$ cat src/rtl/muldiv_sequencer.sv
// Iterative mul/div/mod unit: shift-add multiply or restoring divide over WIDTH cycles.
// Result valid WIDTH+3 edges after accept (2 on divide-by-zero); held in DONE until out_ready.
module muldiv_sequencer #(
  parameter int WIDTH = 32
) (
  input  logic             clk,
  input  logic             rst,
  input  logic             in_valid,
  output logic             in_ready,
  input  logic             isMul,
  input  logic             isDiv,
  input  logic             isMod,
  input  logic [WIDTH-1:0] op_a,
  input  logic [WIDTH-1:0] op_b,
  output logic             out_valid,
  input  logic             out_ready,
  output logic [WIDTH-1:0] result,
  output logic             div_by_zero,
  output logic             busy
);

  localparam int CW = (WIDTH > 1) ? $clog2(WIDTH) : 1;
  localparam logic [CW-1:0] LAST = CW'(WIDTH - 1);

  typedef enum logic [2:0] {IDLE, PREP, RUN, FIX, DONE} stateT;
  typedef enum logic [1:0] {OP_MUL, OP_DIV, OP_MOD} opT;

  stateT              state, nextState;
  opT                 op;
  logic [WIDTH-1:0]   opA, opB, aMag, bMag, absA, absB;
  logic               signQ, signR;
  logic [2*WIDTH-1:0] acc;
  logic [CW-1:0]      cnt;
  logic [WIDTH-1:0]   resultReg, fixVal;
  logic               fixNeg, divByZeroReg, outValidReg;
  logic               accept, dbzCase;
  logic [WIDTH:0]     mulSum, remShift, remTrial;
  logic               qBit;
  logic [WIDTH-1:0]   newRem;

  assign accept  = in_valid && (state == IDLE) && (isMul || isDiv || isMod);
  assign dbzCase = (op != OP_MUL) && (opB == '0);
  assign absA    = opA[WIDTH-1] ? -opA : opA;
  assign absB    = opB[WIDTH-1] ? -opB : opB;

  // Multiply: acc = {partial product, remaining multiplier bits}, shifted right each step.
  assign mulSum = {1'b0, acc[2*WIDTH-1:WIDTH]} + (acc[0] ? {1'b0, aMag} : '0);

  // Divide: acc = {partial remainder, dividend bits / quotient bits}, shifted left each step.
  assign remShift = {acc[2*WIDTH-1:WIDTH], acc[WIDTH-1]};
  assign remTrial = remShift - {1'b0, bMag};
  assign qBit     = ~remTrial[WIDTH];
  assign newRem   = qBit ? remTrial[WIDTH-1:0] : remShift[WIDTH-1:0];

  always_comb begin
    fixVal = acc[WIDTH-1:0];
    fixNeg = signQ;
    if (op == OP_MOD) begin
      fixVal = acc[2*WIDTH-1:WIDTH];
      fixNeg = signR;
    end
  end

  always_ff @(posedge clk) begin
    if (rst) state <= IDLE;
    else     state <= nextState;
  end

  always_comb begin
    nextState = state;
    case (state)
      IDLE:    if (accept) nextState = PREP;
      PREP:    nextState = dbzCase ? DONE : RUN;
      RUN:     if (cnt == LAST) nextState = FIX;
      FIX:     nextState = DONE;
      DONE:    if (outValidReg && out_ready) nextState = IDLE;
      default: nextState = IDLE;
    endcase
  end

  always_ff @(posedge clk) begin
    if (rst) begin
      op           <= OP_MUL;
      opA          <= '0;
      opB          <= '0;
      aMag         <= '0;
      bMag         <= '0;
      signQ        <= 1'b0;
      signR        <= 1'b0;
      acc          <= '0;
      cnt          <= '0;
      resultReg    <= '0;
      divByZeroReg <= 1'b0;
      outValidReg  <= 1'b0;
    end else begin
      outValidReg <= 1'b0;
      case (state)
        IDLE: if (accept) begin
          opA <= op_a;
          opB <= op_b;
          op  <= isMul ? OP_MUL : (isDiv ? OP_DIV : OP_MOD);
        end
        PREP: begin
          aMag  <= absA;
          bMag  <= absB;
          signQ <= opA[WIDTH-1] ^ opB[WIDTH-1];
          signR <= opA[WIDTH-1];
          cnt   <= '0;
          acc   <= {{WIDTH{1'b0}}, (op == OP_MUL) ? absB : absA};
          if (dbzCase) begin
            resultReg    <= (op == OP_DIV) ? '1 : opA;
            divByZeroReg <= 1'b1;
          end
        end
        RUN: begin
          cnt <= cnt + 1'b1;
          if (op == OP_MUL) acc <= {mulSum, acc[WIDTH-1:1]};
          else              acc <= {newRem, acc[WIDTH-2:0], qBit};
        end
        FIX: begin
          resultReg    <= fixNeg ? -fixVal : fixVal;
          divByZeroReg <= 1'b0;
        end
        DONE: outValidReg <= !(outValidReg && out_ready);
        default: ;
      endcase
    end
  end

  assign in_ready    = (state == IDLE);
  assign busy        = (state != IDLE);
  assign out_valid   = outValidReg;
  assign result      = resultReg;
  assign div_by_zero = divByZeroReg;

endmodule

$ cat config.mk
export PLATFORM = sky130hd
export DESIGN_NAME = muldiv_sequencer
export DESIGN_NICKNAME = d
export VERILOG_FILES = /design/src/rtl/muldiv_sequencer.sv
export SDC_FILE = /design/constraint.sdc
export NUM_CORES = 1
export LEC_CHECK = 0
export ABC_AREA = 1
export BUFFER_PORTS_ARGS = -buffer_cell sky130_fd_sc_hd__buf_2
export CAP_MARGIN = 20
export CORE_MARGIN = 2
export CORE_UTILIZATION = 40
export CTS_CLUSTER_SIZE = 30
export DETAILED_ROUTE_END_ITERATION = 8
export MAX_ROUTING_LAYER = met4
export PLACE_DENSITY = 0.61
export SLEW_MARGIN = 5
export SYNTH_ARGS = -nofsm -noshare
export SYNTH_HDL_FRONTEND = slang
export SYNTH_SLANG_ARGS = --single-unit
export TNS_END_PERCENT = 30
$ cat constraint.sdc
create_clock -name clk -period 3.25 [get_ports clk]
set_clock_uncertainty 0.05 [all_clocks]
set_input_delay 0.1625 -clock clk [delete_from_list [all_inputs] [get_ports clk]]
set_output_delay 0.1625 -clock clk [all_outputs]
set_load 0.05 [all_outputs]
==> impl_results.md <==
* Detailed Place HPWL at 60.1 mm
* CP most frequent cell: nand2_1
* Commonest cells in the netlist: nand2_1 (760), inv_1 (477), o21ai_0 (301)
* Hold Crit Start: in_valid
* Routed Wire Length at 76.9 mm
* Syn nets at 3239
* Vias at 21025
* Core area at 0.0463 mm²
* Synth Flop Type: dfxtp_1
* Sequential-to-total area share from yosys stat at 0.256
* Hold EP: opB[0]
* FF-to-FF setup slack at 0.32 ns
* Worst-margin pin slew at 0.830 ns
* CTS HTree Levels at 1
* Detailed Routing Iterations Pass 1 at 6
* Logic pwr share at 0.635
* Hold Path Cell Cnt at 3
* Tcrit/Tclk final at 0.901
* I/O Buffers at 106
* F_max at 342 MHz
* Power density over the cells at 1050 mW/mm²
* Unrepaired setup endpoints after global routing: false
* Final worst slack at 0.323 ns
* Critical path launch point: acc[0]
* Post-synth cell types at 49
* Reg2Reg Depth at 17
* Vias in the first global route at 19339
* Critical path's largest stage delay at 0.46 ns
* Crit path max-delay cell type: ha_1
* Int Power at 10.2 mW
* Initial antenna violation count at 2
* Pwr Total at 22.6 mW
* Die area at 0.0482 mm²
* Post-Synthesis Cells at 3097
* Diode count at 0
* Largest net degree at the start of global routing at 103
* Total clock sinks at 238
* Clock Power Share at 0.157
* Endpoint class of the critical path: register
* Layout cell share with drive strength beyond 1 at 0.0898
* Final Hold Viols at 0
* Crit Path Max Fanout at 19
* Pins Over Slew Limit at 0
* Relative slew slack at 0.441
* Worst r2r src: acc[0]
* Worst setup path class: reg -> reg
* Clock Latency Late Sink at 0.63 ns
* DRT antenna net count at 0
* DRC viols at 0
* Status: complete, no violations
* Avg Inst Size Synth at 6.00 µm²
* Crit path time final at 2.93 ns
* Number of CTS-inserted buffers at 30
* Routed length per instance at 20.0 µm
* EDFF count, synth at 0
* CTS tree: yes
* Share of the synthesized area in the top cell type at 0.256
* IO Pins at 107
* Worst hold-check path type: in -> reg
* Startpoint Class: register
* Leakage at 10.7 nW
* Mapped cell area at 0.0186 mm²
* Maximum vdd ir drop at 0.000633 V
* Clock tree buffer depth at 3
* Yosys reg bits at 238
* Initial DRC Count at 2448
* Setup TNS at 0 ns
* Initial Util at 0.402
* Most common cell in the netlist: nand2_1
* Syn-to-layout area delta at 15.9%
* Synth Warn # at 0
* Sequential share of power at 0.208
* Via density at 5.47
* GR Util All Layers at 0.322
* RR Endpoint: acc[54]
* Clock Root Buffer: clkbuf_16
* Critical Path RT at 3.63 ns
* Largest area contributor in the netlist: dfxtp_1
* Final setup fails at 0
* Async SR Flop Fraction at 0
* GRT overflow at 0
* Layout fillers at 4978
* Max-cap violation count at 0
* Row count at 79
* Nets at 3361
* Critical-path cell list: buf_4 -> nand2_1 -> inv_1 -> ha_1 -> nand2_1 -> nor2_1 -> inv_1 -> nor2_1 -> nand2_1 -> nand2_1 -> nand2_1 -> nand3_1 -> nand3_1 -> nand2_1 -> inv_1 -> nand2_1 -> a21oi_1
* Area contributors post-synth: dfxtp_1 (26%), nand2_1 (15%), inv_1 (9.6%), o21ai_0 (8.1%), nand3_1 (7.5%)
* Arrival @ worst endpoint at 3.31 ns
* Reg clk slew, reported paths at 0.06 ns
* Die Y-Extent at 220 µm
* Die Wd at 220 µm
* Net switching power figure at 12.4 mW
* Sw frac at 0.550
* First-pass GRT wire length at 115 mm
* Setup Slack @ Placement at 0.364 ns
* RePlAce Congestion at 0.994
[state kept, by name, summed over array words and instances (netlist names), 2 cells and up]
signal / flops
cnt: 5
op: 2
bMag: 32
opA: 32
state: 3
result: 32
aMag: 32
opB: 32
acc: 64
[layout by cell type, fill, tap and decap left out, drive strengths merged, types with 17 or more instances in the layout]
master,synthesis,layout
a21oi,250,250
a31oi,27,27
buf,43,166
clkbuf,101,46
dfxtp,238,238
dlygate4sd3,0,68
ha,69,69
inv,486,486
nand2,784,784
nand3,280,280
nand4,38,38
nor2,214,214
nor3,34,34
o211ai,44,44
o21ai,327,327
o21bai,29,29
o31ai,17,17
xnor2,18,18
xor2,54,54
[cell families after synthesis]
kind of cell	share of synthesized area
buffers and inverters	0.134
XOR/XNOR	0.0339
AO/OA/AOI/OAI	0.208
AND/OR/NAND/NOR	0.319
flip-flops	0.256
adder cells (fa/ha/maj)	0.0486
[what timing repair did]
item                                    in CTS  in global routing
hold endpoints to repair                    69                  0
setup buffers                                0                  0
hold buffers                                68                  0
resized for setup                            0                  1
endpoints found under the setup margin       0                  7
[how the worst max path moves through the flow]
| stage | end | cells after the start |
|---|---|---|
| floorplan | acc[61] | 20 |
| global placement | acc[62] | 19 |
| detailed placement | acc[62] | 19 |
| CTS | acc[62] | 19 |
| global route | acc[34] | 18 |
| finish | acc[54] | 17 |
[per-stage QoR]
| stage | utilization | instances | cell area [µm²] | hold WS (ns) |
|---|---|---|---|---|
| after floorplan | - | 3097 | 18600 | 0.279 |
| after global placement | 0.428 | 3725 | 19800 | 0.376 |
| after detailed placement | 0.428 | 3725 | 19800 | 0.376 |
| after CTS | 0.465 | 3846 | 21500 | 0.0551 |
| after global routing | 0.466 | 3847 | 21600 | 0.131 |
| final | 0.466 | 3847 | 21600 | 0.0748 |
[worst max-delay path: cells and delay by family, from the launching register on]
family | cells | cell delay (ns)
AND/OR/NAND/NOR | 11 | 1.40
adder cells (fa/ha/maj) | 1 | 0.46
buffers and inverters | 4 | 0.46
flip-flops | 1 | 0.31
AO/OA/AOI/OAI | 1 | 0.06
[routing by layer]
layer | global-route usage | share of wire | vias to the layer above
met4 | 0.113 | 0.038 | 0
met2 | 0.492 | 0.44 | 789
met1 | 0.434 | 0.45 | 9825
met5 | - | 0 | -
li1 | - | - | 10285
met3 | 0.0464 | 0.073 | 126
[power by group through the flow]
stage | registers (mW) | logic (mW) | clock network [mW]
after floorplan | 4.48 | 9.75 | 0
after global placement | 4.70 | 13.9 | 0
after detailed placement | 4.71 | 13.9 | 0
after CTS | 4.66 | 14.1 | 3.58
after global routing | 4.77 | 15.9 | 3.69
final | 4.71 | 14.4 | 3.55
[area by class of cell]
class | count | area [µm²] | area share
Multi-Input combinational cell | 2228 | 11400 | 0.528
Sequential cell | 238 | 4760 | 0.221
Inverter | 487 | 1830 | 0.0850
Timing Repair Buffer | 234 | 1770 | 0.0821
Clock buffer | 46 | 911 | 0.0423
Tap cell | 607 | 759 | 0.0352
Clock inverter | 7 | 138 | 0.00638
Note: power is estimated with default switching activity, not from simulation.
